File: src/rtl/serial_subtractor.sv
// serial_subtractor: bit-serial unsigned subtractor, diff = a - b - bi.
// Resolves one bit per clock, LSB first, through a single registered borrow.
// A start/busy/done handshake frames each WIDTH-cycle operation.
module serial_subtractor #(
  parameter int WIDTH = 4
) (
  input  logic             clk,
  input  logic             rst,
  input  logic             start,
  input  logic [WIDTH-1:0] a,
  input  logic [WIDTH-1:0] b,
  input  logic             bi,
  output logic [WIDTH-1:0] diff,
  output logic             bo,
  output logic             busy,
  output logic             done
);

  localparam int CW = $clog2(WIDTH);

  localparam logic [1:0] IDLE  = 2'd0;
  localparam logic [1:0] SHIFT = 2'd1;
  localparam logic [1:0] DONE  = 2'd2;

  // Count value on the edge that resolves the MSB.
  localparam logic [CW-1:0] LAST = CW'(WIDTH - 1);

  logic [1:0]       state;
  logic [WIDTH-1:0] a_sh;
  logic [WIDTH-1:0] b_sh;
  logic             borrow;
  logic [CW-1:0]    count;

  logic x;
  logic y;
  logic d;
  logic borrow_nxt;

  // Full-subtractor cell on the current LSBs and the stored borrow.
  assign x          = a_sh[0];
  assign y          = b_sh[0];
  assign d          = x ^ y ^ borrow;
  assign borrow_nxt = (~x & y) | (~(x ^ y) & borrow);

  // Sequencer and datapath: capture on start, shift WIDTH times, pulse done.
  // NOTE: every register here uses <= so all of them sample pre-edge values;
  // a blocking '=' would let the shifted operand feed the same-edge borrow.
  always_ff @(posedge clk) begin
    if (rst) begin
      state  <= IDLE;
      a_sh   <= '0;
      b_sh   <= '0;
      borrow <= 1'b0;
      count  <= '0;
      diff   <= '0;
      bo     <= 1'b0;
      busy   <= 1'b0;
      done   <= 1'b0;
    end else begin
      case (state)
        IDLE: begin
          if (start) begin
            a_sh   <= a;
            b_sh   <= b;
            borrow <= bi;
            count  <= '0;
            busy   <= 1'b1;
            state  <= SHIFT;
          end
        end
        SHIFT: begin
          a_sh   <= a_sh >> 1;
          b_sh   <= b_sh >> 1;
          borrow <= borrow_nxt;
          diff   <= {d, diff[WIDTH-1:1]};
          if (count == LAST) begin
            // Hold count at its last value so it never wraps mid-operation.
            bo    <= borrow_nxt;
            busy  <= 1'b0;
            done  <= 1'b1;
            state <= DONE;
          end else begin
            count <= count + 1'b1;
          end
        end
        DONE: begin
          done  <= 1'b0;
          state <= IDLE;
        end
        default: begin
          busy  <= 1'b0;
          done  <= 1'b0;
          state <= IDLE;
        end
      endcase
    end
  end

endmodule

File: config.mk
export PLATFORM = sky130hd
export DESIGN_NAME = serial_subtractor
export DESIGN_NICKNAME = d
export VERILOG_FILES = /design/src/rtl/serial_subtractor.sv
export SDC_FILE = /design/constraint.sdc
export NUM_CORES = 1
export LEC_CHECK = 0
export ABC_AREA = 0
export CAP_MARGIN = 30
export CORE_UTILIZATION = 53
export CTS_CLUSTER_SIZE = 40
export DETAILED_ROUTE_END_ITERATION = 6
export PLACE_DENSITY = 0.93
export SETUP_SLACK_MARGIN = 0.2
export SLEW_MARGIN = 20
export SYNTH_ARGS = -nofsm -noshare
export SYNTH_HDL_FRONTEND = slang
export SYNTH_SLANG_ARGS = --single-unit
File: constraint.sdc
create_clock -name clk -period 2.65 [get_ports clk]
set_clock_uncertainty 0.05 [all_clocks]
set_input_delay 0.53 -clock clk [delete_from_list [all_inputs] [get_ports clk]]
set_output_delay 0.53 -clock clk [all_outputs]
set_load 0.03 [all_outputs]
======== Word-level counts from Yosys, hierarchy flattened ========
Cells that the tools add are included.
word-level totals
  output and inout bits ................... 7
  logic and storage cells ................. 50
  memories ................................ 0
  bits in read-only memories .............. 0
  RAM bits ................................ 0
  register bits ........................... 20
  bits in latches ......................... 0
operators by class
  divide/modulo/power cells ............... 0
  $mul .................................... 0
  $lt $le $gt $ge ......................... 0
  bitwise operators ....................... 9
  multiplexer cells ....................... 17
  eq/ne operators ......................... 6
  reductions and logical operators ........ 8
  $add $sub $neg .......................... 1
  shifts and indexed selects .............. 0
operator list
  kind                                           count
  one-hot mux 4 bit (2 select lines)             2
  two-way mux 2 bit                              4
  two-way mux 4 bit                              2
  one-hot mux 2 bit (2 select lines)             2
  AND reduction 2 bit                            4
  inequality test 2 bit, second input constant   3
  AND reduction 3 bit                            2
  == test 2 bit, second input constant           2
  two-way mux 1 bit                              4
  inverter 1 bit                                 4
  one-hot mux 1 bit (2 select lines)             2
  one-hot mux 1 bit (3 select lines)             1
  adder 2 x 1 -> 2 bit, second input constant    1
  AND 1 bit                                      2
  == test 2 x 1 -> 1 bit, second input constant  1
  zero test 2 bit                                1
  nonzero test 2 bit                             1
  XOR 1 bit                                      2
  bitwise OR 1 bit                               1

======== Longest topological paths before layout ========
  depth after elaboration ................. 5
  depth in mapped cells ................... 5
  gate-level depth less buffers ........... 5

======== Worst setup path after synthesis ========
OpenSTA, ideal clock, no wires.
  kind .................................... reg-to-reg
  from .................................... reg b_sh[0]
  to ...................................... reg borrow
  setup slack ............................. 1.382 ns
  arrival time ............................ 1.137 ns
  setup time .............................. 0.081 ns
  buffers on the path ..................... 0
  stages on the path, launching flop included .. 6
  cells stage by stage .................... dfxtp_1 inv_1 fa_1 nor2b_1 a21oi_1 a211oi_2
on the way
  longest elaborated chain between the ends .. 5
ends and longest elaborated chain
  what                                    line  text
  from (decl)                             30    logic [WIDTH-1:0] b_sh;
  from (signal assigned)                  73    b_sh <= b_sh >> 1;
  XOR 1 bit                               43    assign borrow_nxt = (~x & y) | (~(x ^ y) & borrow);
  inverter 1 bit                          43
  AND 1 bit                               43
  bitwise OR 1 bit (*)                    43
  one-hot mux 1 bit (2 select lines) (*)  60    case (state)
  to (signal assigned)                    65    borrow <= bi;
  to (signal assigned)                    74    borrow <= borrow_nxt;
  to (decl)                               31    logic borrow;
Every way passes the cells marked *; elsewhere a longest branch is shown, timed or not.
A chain may end at the register's enable or synchronous reset.

======== Final worst setup path ========
  from .................................... reg diff[2]
  to ...................................... out diff[2]
RTL lines
  what                    line  text
  from (decl)             13    output logic [WIDTH-1:0] diff,
  from (signal assigned)  75    diff <= {d, diff[WIDTH-1:1]};
No word-level cell between the ends.

==> metrics.md <==
| Metric | Value |
|---|---|
| Status | `finished, final reports clean` |
| VDD IR max | `453 uV` |
| Post-CTS Setup Bufs | `0` |
| TritonCTS clock tree | `yes` |
| Largest net degree at the start of global routing | `21` |
| Cell variety after synth | `26` |
| Die Span X | `between 40 and 50 um` |
| Unrepaired setup endpoints after global routing | `no` |
| Total core area | `between 1500 and 2000 sq um` |
| Die Y | `~44 um` |
| Fin. Hold Viols | `0` |
| Crit share post-route | `approximately three quarters` |
| Row cnt | `14` |
| Period minus WS final | `1.95 ns` |
| Max-slew violations | `0` |
| Top delay family on crit path | `buffers and inverters` |
| Inserted Diodes | `0` |
| Fill cell count | `124` |
| Number of synthesized flops with an enable pin | `0` |
| Async S/R FF share, synth | `0%` |
| Nets | `around 120` |
| Worst EP required | `2.07 ns` |
| Worst relative slew slack | `a little over two fifths` |
| Maximum clock path buffer count | `2` |
| Synth Cell Area | `around 940 sq um` |
| Mapped Cells | `slightly above 90` |
| Seq/Total Area, Yosys | `42.6%` |
| Hold Slack | `approximately 0.44 ns` |
| Gr ovfl total | `0` |
| Final Util | `72.2%` |
| Drt drc | `0` |
| GR Util met1 | `about a quarter` |
| ANT nets after route | `0` |
| Worst Path Max Fanout | `3` |
| Hpwl dp | `between 1000 and 1500 um` |
| Root buffer cell | `clkbuf_4` |
| Net count after synthesis | `around 110` |
| Dominant synthesized flop cell | `dfxtp_1` |
| Count leader, synth | `dfxtp_1` |
| Max-cap violations | `0` |
| TritonCTS buffer count | `3` |
| Number of global-route vias before repair | `just under 700` |
| Vias post-DR | `~700` |
| Gr usage total | `between 10% and 20%` |
| Total negative slack | `0 ns` |
| Top cells by count, synth | `20 x dfxtp_1, 11 x nor2_1, 10 x mux2i_1` |
| Synth Register Bits | `20` |
| Critical path class | `reg -> out` |
| Achievable Freq | `514 MHz` |
| Global routing usage on met2 | `about 34%` |
| Yosys top cell area share | `between 40% and 50%` |
| Iter 0 DRT Violations | `16` |
| Starting Density | `roughly three fifths` |
| TritonRoute pass-1 iters | `6` |
| CP endpoint kind | `output pin` |
| Worst-path clk slew | `approximately 0.12 ns` |
| Cell taking the most area after synthesis | `dfxtp_1` |
| Syn Area/Cell | `10.1 sq um` |
| Largest cells by area after synthesis | `dfxtp_1 43%, mux2i_1 11%, a211oi_2 9.3%, nor2_1 4.4%, buf_6 3.6%` |
| Via-to-Cell Ratio | `5.75` |
| Wire length per cell | `roughly 13 um` |
| Area taken by multi-input logic gates | `about 470 sq um` |
| M3 GR Usage | `3.27%` |
| Detailed Route WL | `~1700 um` |
| Slowest stage delay, CP | `0.68 ns` |
| Placer congestion estimate | `about 0.75` |
| Leakage | `approximately 0.42 nW` |
| # hold bufs at CTS | `0` |
| Later-pin clock latency in the skew report | `roughly 0.31 ns` |
| Tightest Hold Check Type | `reg -> reg` |
| IO Pins | `19` |
| First-pass GRT wire length | `roughly 2800 um` |
| Startpoint Class | `flip-flop` |
| Slowest CP cell | `clkdlybuf4s50_1` |
| Clock Sink Count | `20` |
| Register area | `400 sq um` |
| CP Cell Sequence | `clkdlybuf4s50_1` |
| Setup-failing EPs final | `0` |
| Actual slew at the worst max-slew pin | `a little under 0.9 ns` |
| Die area | `about 2000 sq um` |
| Layout area overhead | `21.2%` |
| Post-CTS sizing | `0` |
| Layout cell share with drive strength beyond 1 | `around 17%` |
| I/O Buffers | `18` |
| WP data arrival | `between 1 and 1.5 ns` |
| WP buf/inv | `1` |
| H-tree Lvls | `1` |
| Synth warnings | `0` |
| GRT busiest layer | `met2` |
| Initial antenna violation count | `0` |
| PwrDens | `between 600 and 700 nW/um^2` |
[cell type report]
class,count,share of cell area (%)
Inverter,3,0.989
Tap cell,16,1.76
Clock buffer,3,1.98
Multi-Input combinational cell,62,41.0
Timing Repair Buffer,19,16.5
Sequential cell,20,35.2
Clock inverter,1,2.64
[layout by cell type (no fill, tap or decap), types with 2 or more instances in the layout]
master and instances:
dfxtp_1 20, clkdlybuf4s50_1 18, nor2_1 11, mux2i_1 10
a211oi_2 7, a21oi_1 6, o21ai_0 5, inv_1 3
nor2b_1 3, nand3_1 3, nor2_2 3, clkbuf_4 3
a31oi_1 2, nor3_1 2
[worst paths after layout]
check	startpoint	end	slack, ns	cells after the start
min reg2reg	b_sh[3]	b_sh[3]	0.44	2
min	b_sh[3]	b_sh[3]	0.44	2
max	diff[2]	diff[2]	0.70	1
max reg2reg	state[0]	b_sh[2]	1.18	4
[cell families (layout without fill, tap and decap cells)]
group / count (synthesis) / count (layout) / share of synthesized area (%)
AOI/OAI and AO/OA: 24 / 24 / 21.6
DFF: 20 / 20 / 42.6
adders and majority gates: 2 / 2 / 3.46
and+or+nand+nor: 26 / 26 / 14.0
buffers and inverters: 11 / 26 / 7.72
muxes: 10 / 10 / 10.7
[power by group]
group / internal (mW) / switching (mW) / total [mW]
sequential: 0.319 / 0.0138 / 0.333
clock: 0.153 / 0.0976 / 0.251
combinational: 0.0569 / 0.0578 / 0.115
total: 0.529 / 0.169 / 0.698
[sequential cells by signal, indices dropped and copies added, names as in the netlist]
signal  cells
a_sh        4
b_sh        4
bo          1
borrow      1
busy        1
count       2
diff        4
done        1
state       2
[through the flow]
stage | power [mW] | instances | area [sq um] | setup WS, ns
after CTS | 0.700 | 124 | 1140 | 0.692
final | 0.698 | 124 | 1140 | 0.704
after detailed placement | 0.454 | 120 | 1090 | 0.752
after global routing | 0.722 | 124 | 1140 | 0.671
after floorplan | 0.424 | 93 | 940 | 1.38
after global placement | 0.451 | 120 | 1090 | 0.782
[layer usage]
layer	part of all wire [%]	up-vias	wire length (um)
met4	1.1	0	19
met1	46	334	770
met2	48	21	800
met3	5.0	2	83
li1	-	356	-
met5	0	-	0
No activity file was read; power rests on OpenSTA's default activity.
